File: src/rtl/des_round_ctrl.sv
// Round sequencer for an iterative DES datapath: edge-triggered start, one round per
// cycle, key-schedule shift control, and a held result under a valid/ack handshake.
module des_round_ctrl #(
  parameter int ROUNDS = 16,
  parameter int IDX_W  = 4
) (
  input  logic             clk,
  input  logic             rst,
  input  logic             start_req,
  input  logic             mode_dec,
  input  logic             abort,
  input  logic             out_ack,
  output logic             busy,
  output logic             load_en,
  output logic             round_en,
  output logic [IDX_W-1:0] round_idx,
  output logic [1:0]       shift_amt,
  output logic             shift_dir,
  output logic             final_en,
  output logic             out_valid,
  output logic             done
);

  typedef enum logic [2:0] {
    S_IDLE  = 3'd0,
    S_LOAD  = 3'd1,
    S_ROUND = 3'd2,
    S_FINAL = 3'd3,
    S_HOLD  = 3'd4
  } state_t;

  localparam logic [IDX_W-1:0] LAST_IDX = IDX_W'(ROUNDS - 1);
  localparam logic [IDX_W-1:0] MID_IDX  = IDX_W'(8);

  state_t           state_reg, state_next;
  logic [IDX_W-1:0] idx_reg, idx_next;
  logic             mode_reg, mode_next;
  logic             prev_req_reg;
  logic             done_reg, done_next;
  logic             start_edge;

  assign start_edge = start_req & ~prev_req_reg;

  // prev_req resets high so a request already asserted out of reset cannot start a block.
  always_ff @(posedge clk) begin
    if (rst) begin
      state_reg    <= S_IDLE;
      idx_reg      <= '0;
      mode_reg     <= 1'b0;
      prev_req_reg <= 1'b1;
      done_reg     <= 1'b0;
    end else begin
      state_reg    <= state_next;
      idx_reg      <= idx_next;
      mode_reg     <= mode_next;
      prev_req_reg <= start_req;
      done_reg     <= done_next;
    end
  end

  always_comb begin
    state_next = state_reg;
    idx_next   = idx_reg;
    mode_next  = mode_reg;
    case (state_reg)
      S_IDLE: begin
        // abort wins over a simultaneous edge; the edge is still consumed via prev_req
        if (!abort && start_edge) begin
          state_next = S_LOAD;
          mode_next  = mode_dec;
        end
      end
      S_LOAD: begin
        idx_next   = '0;
        state_next = abort ? S_IDLE : S_ROUND;
      end
      S_ROUND: begin
        if (abort) begin
          state_next = S_IDLE;
          idx_next   = '0;
        end else if (idx_reg == LAST_IDX) begin
          state_next = S_FINAL;
          idx_next   = '0;
        end else begin
          idx_next   = idx_reg + 1'b1;
        end
      end
      S_FINAL: begin
        state_next = abort ? S_IDLE : S_HOLD;
      end
      S_HOLD: begin
        if (out_ack || abort) begin
          state_next = S_IDLE;
        end
      end
      default: begin
        state_next = S_IDLE;
        idx_next   = '0;
      end
    endcase
  end

  assign done_next = (state_reg == S_FINAL) && (state_next == S_HOLD);

  always_comb begin
    busy      = (state_reg != S_IDLE);
    load_en   = (state_reg == S_LOAD);
    round_en  = (state_reg == S_ROUND);
    final_en  = (state_reg == S_FINAL);
    out_valid = (state_reg == S_HOLD);
    done      = done_reg && (state_reg == S_HOLD);
    round_idx = round_en ? idx_reg : '0;
    shift_dir = busy & mode_reg;
    shift_amt = 2'd0;
    if (round_en) begin
      // decryption skips the first rotation so the right-rotates undo the encrypt schedule
      if (idx_reg == '0) begin
        shift_amt = mode_reg ? 2'd0 : 2'd1;
      end else if (idx_reg == IDX_W'(1) || idx_reg == MID_IDX || idx_reg == LAST_IDX) begin
        shift_amt = 2'd1;
      end else begin
        shift_amt = 2'd2;
      end
    end
  end

endmodule

File: config.mk
export PLATFORM = sky130hd
export DESIGN_NAME = des_round_ctrl
export DESIGN_NICKNAME = d
export VERILOG_FILES = /design/src/rtl/des_round_ctrl.sv
export SDC_FILE = /design/constraint.sdc
export NUM_CORES = 1
export LEC_CHECK = 0
export BUFFER_PORTS_ARGS = -buffer_cell sky130_fd_sc_hd__buf_4
export CAP_MARGIN = 20
export CORE_MARGIN = 3
export CORE_UTILIZATION = 45
export CTS_BUF_LIST = sky130_fd_sc_hd__clkbuf_4 sky130_fd_sc_hd__clkbuf_8 sky130_fd_sc_hd__clkbuf_16
export CTS_CLUSTER_DIAMETER = 100
export DETAILED_ROUTE_END_ITERATION = 7
export GPL_TIMING_DRIVEN = 0
export MAX_ROUTING_LAYER = met4
export PLACE_DENSITY = 0.71
export SYNTH_ARGS = -nofsm -noshare
export SYNTH_HDL_FRONTEND = slang
export SYNTH_SLANG_ARGS = --single-unit
File: constraint.sdc
create_clock -name clk -period 3.6 [get_ports clk]
set_input_delay 0.54 -clock clk [delete_from_list [all_inputs] [get_ports clk]]
set_output_delay 0.54 -clock clk [all_outputs]
set_load 0.02 [all_outputs]
; Word-level counts from Yosys, hierarchy flattened
; Index checks and enable logic that the tools add are counted.
; Widths: inputs -> output; s select.
[word_totals]
ram_bits = 0
n_memories = 0
word_cells = 44
latchBits = 0
out_inout_bits = 13
reg_bits = 10
romBits = 0
[classes]
mux = 15
magnitude_cmp = 0
n_reduce_logical = 12
n_addsub = 1
mul = 0
n_div = 0
bitwise = 3
n_shift = 0
n_eq_ne = 8
[ops]
columns = operator, n
row1 = $mux 3, 5
row2 = $pmux 3 s5, 1
row3 = $mux 4, 3
row4 = $eq 4x4->1 const B, 2
row5 = $mux 2, 4
row6 = $pmux 4 s2, 1
row7 = $eq 3x2->1 const B, 2
row8 = $eq 3x3->1 const B, 2
row9 = $add 4x1->4 const B, 1
row10 = $eq 4x1->1 const B, 1
row11 = $logic_not 4->1, 1
row12 = $eq 3x1->1 const B, 1
row13 = $logic_and 1x1->1, 3
row14 = $logic_not 3->1, 1
row15 = $logic_or 1x1->1, 3
row16 = $reduce_bool 3->1, 1
row17 = $reduce_or 3->1, 1
row18 = $and 1x1->1, 2
row19 = $reduce_and 2->1, 1
row20 = $logic_not 1->1, 1
row21 = $mux 1, 1
row22 = $not 1->1, 1

; Depth between registers and ports, before layout
[logic_depth]
ltp_word = 7
depth_mapped = 5
mapped_depth_nobuf = 5

; Worst setup path before layout
; No wires, ideal clock.
[synth_timing]
kind = register -> output
startpoint = register state_reg[1]
endpoint = output port shift_amt[0]
slack_ns = 1.637
t_arrival_ns = 1.423
path_stages_with_launch = 5
required_time_ns = 3.060
cell_sequence = dfxtp_1 buf_2 nor3b_2 o41ai_1 a21oi_1
[synth_between]
elab_chain_cells = 2
[synth_lines]
columns = item, line
row1 = from (decl), 35  ; state_t state_reg, state_next;
row2 = from (signal assigned), 53  ; state_reg <= state_next;
row3 = $eq 3x2->1, 108  ; round_en = (state_reg == S_ROUND);
row4 = net round_en, 15  ; output logic round_en,
row5 = $mux 2, 115  ; if (round_en) begin
row6 = to (decl), 17  ; output logic [1:0] shift_amt,
; The timed path passes the listed nets, and every way through them passes these cells.

; Worst setup path in the final report
[layout_timing]
startpoint = register state_reg[1]
endpoint = output port shift_amt[0]
[layout_between]
elab_chain_cells = 2
[layout_lines]
columns = item, line
row1 = $eq 3x2->1, 108
row2 = $mux 2, 115
; No other way between the ends.

==> flow_summary.toml <==
[critical_path]
cp_slowest_cell = "nor3b_2"
rr_startpoint = "state_reg[2]"
reg2reg_to = "idx_reg[2]"
slowest_delay_ns = 0.38
path_cells = "buf_2 -> nor3b_2 -> o41ai_1 -> a21oi_1 -> buf_4"
cp_top_family = "simple AND/OR/NAND/NOR gates"
crit_buf_inv = 2
critPathMaxFanout = 8
cp.required_ns = 3.06
worstSetupPathType = "register to primary output"
startpoint_type = "register"
rrSetupSlack_ns = 2.28
worstSetupEndpointType = "primary output"
reg2reg_depth = 4
critPathArrivalTime_ns = 1.56

[pwr]
total_power_mw = 0.228
max-vdd-ir-drop_uv = 186
power.leakage_nw = 0.379
power.density_mw_per_mm2 = 279

[layout]
n_antenna_cell = 0
final_util_pct = 68.1
drive_gt1_share_pct = 34.0
largest_reg_flops = 4
stdcell_count = 108
area.sequential_um2 = 200
final_nets = 104
fillers = 94
multi_input_area_um2 = 373
area_delta_synth_final_pct = 30.0

[sta]
rsz0062_at_grt = "false"
finalHoldViolCount = 0
relSlewSlack_pct = 70.6
fin_tns_setup_ns = 0
fin_worst_skew_ns = 0.00352
max_freq_ghz = 0.476
layout_setup_ws_ns = 1.50
worstMarginPinSlew_ns = 0.442
setup_viol = 0
finalMaxSlewViolations = 0
fin_crit_ns = 2.10
period_share_pct = 58.4

[synthesis]
synth_ff_type = "dfxtp_1"
syn_area_um2 = 629
yosys_warnings = 0
seq_area_frac_synth_pct = 31.8
synth_edf_count = 0
netlist_instances = 72
yosysTopAreaCellShare_pct = 31.8
synth_area_leader_cell = "dfxtp_1"
synth_nets = 81
synth.avg_cell_area_um2 = 8.74
synth.area.top_cells = "dfxtp_1 (32%), and2_1 (6.0%), ha_1 (6.0%)"
synthDistinctLibCells = 35
ys_ff_latch = 10
async_flop_share_pct = 0

[floorplan]
rows = 12
start_util_pct = 52.4
die_w_um = 43.4
die_h_um = 43.4
io_pins = 19
dieArea_mm2 = 0.00188
core_area_mm2 = 0.00120

[route]
dr_wl_met3_um = 92
ant_nets = 0
drt_wl_total_um = 1320
vias = 560
drc = 0
routedLengthMet1_um = 620
first_pass_iters = 4
vias_per_cell = 5.19
dr.first_iter.drc_count = 7
dr_wl_met2_um = 585
post_drt_wl_per_cell_um = 12.2
dr.max_layer_used = "met4"

[clock_network]
post_cts.repair.setup_buffers = 0
clockRootBuffer = "clkbuf_4"
clkTransAtPathRegs_ns = 0.06
cts_buffers = 3
clk_latency_ns = 0.27
htreeDepth = 1
cts_resized = 0
cts.sinks = 10
cts.hold.buffers_added = 0
clockBufferDepth = 2
cts_tree = "yes"

[placement]
dp_cells = 104
gp_congestion = 0.779
hpwl_um = 1000
port_buffers = 18
preCtsSetupSlack_ns = 1.79

[global_route]
grt_pass1_vias = 517
grt_max_degree = 11
grt_first_pass_wirelength_um = 2280
antenna_found_initial = 0
grt_overflow = 0
grt_use_total_pct = 16.7

[worst_hold_path]
hold_depth = 2
hp-start = "start_req"
hold_end = "prev_req_reg"
hold_class = "input port to register"

[job]
maxCapViolations = 0

[status]
status = "finished clean"
## cell usage in the layout, fill, tap and decap left out, types with 2 or more instances in the layout
cell type  count
and3_1         2
nand2b_1       3
a21oi_1        5
inv_1          7
clkbuf_4       3
o21ai_1        2
buf_4         18
and2_1         6
buf_2          3
nand3_1        4
xnor2_1        2
dfxtp_1       10
nor2_1         2
ha_1           3
## routing by layer
layer / vias to the layer above / track usage [%]
met3: 5 / 6.64
met1: 247 / 20.1
met4: 0 / 7.23
met5: - / -
met2: 12 / 24.5
li1: 296 / -
## cell usage after synthesis (2+ instances only)
cell type,n
inv_1,7
and3_1,2
nand3_1,4
dfxtp_1,10
and2_1,6
o21ai_1,2
nand2b_1,3
xnor2_1,2
a21oi_1,5
ha_1,3
buf_2,3
nor2_1,2
## worst max path at each step
stage                 start  cells after the start  slack (ns)           end
6_report       state_reg[1]                      5        1.50  shift_amt[0]
5_1_grt        state_reg[1]                      5        1.39  shift_amt[0]
4_1_cts        state_reg[1]                      5        1.49  shift_amt[0]
3_5_place_dp   state_reg[1]                      5        1.79  shift_amt[0]
3_3_place_gp   state_reg[1]                      5        1.82  shift_amt[0]
2_1_floorplan  state_reg[1]                      4        1.64  shift_amt[0]
## report_power, final
part,total (mW),switching [mW],leakage (nW),internal (mW)
Clock,0.0999,0.0384,0.0210,0.0615
Sequential,0.112,0.000368,0.0809,0.112
Combinational,0.0163,0.00872,0.277,0.00756
## through the flow
step           instance area, um^2  hold WS (ns)
2_1_floorplan                  629         0.496
3_3_place_gp                   782         0.539
3_5_place_dp                   782         0.530
4_1_cts                        818         0.462
5_1_grt                        818         0.463
6_report                       818         0.471
## cell type report
cell class / instances / share of cell area [%]
Multi-Input combinational cell: 50 / 45.6
Sequential cell: 10 / 24.5
Timing Repair Buffer: 18 / 16.5
Clock buffer: 4 / 4.43
Buffer: 5 / 3.67
Inverter: 7 / 3.21
Tap cell: 14 / 2.14
## cell families after synthesis
logic type | share of synthesized area, %
xor gates and xnor gates | 2.78
DFF | 31.8
AOI/OAI and AO/OA | 16.7
buffers and inverters | 8.95
and+or+nand+nor | 33.8
adders and majority gates | 5.96
Note: power is estimated with default switching activity, not from simulation.
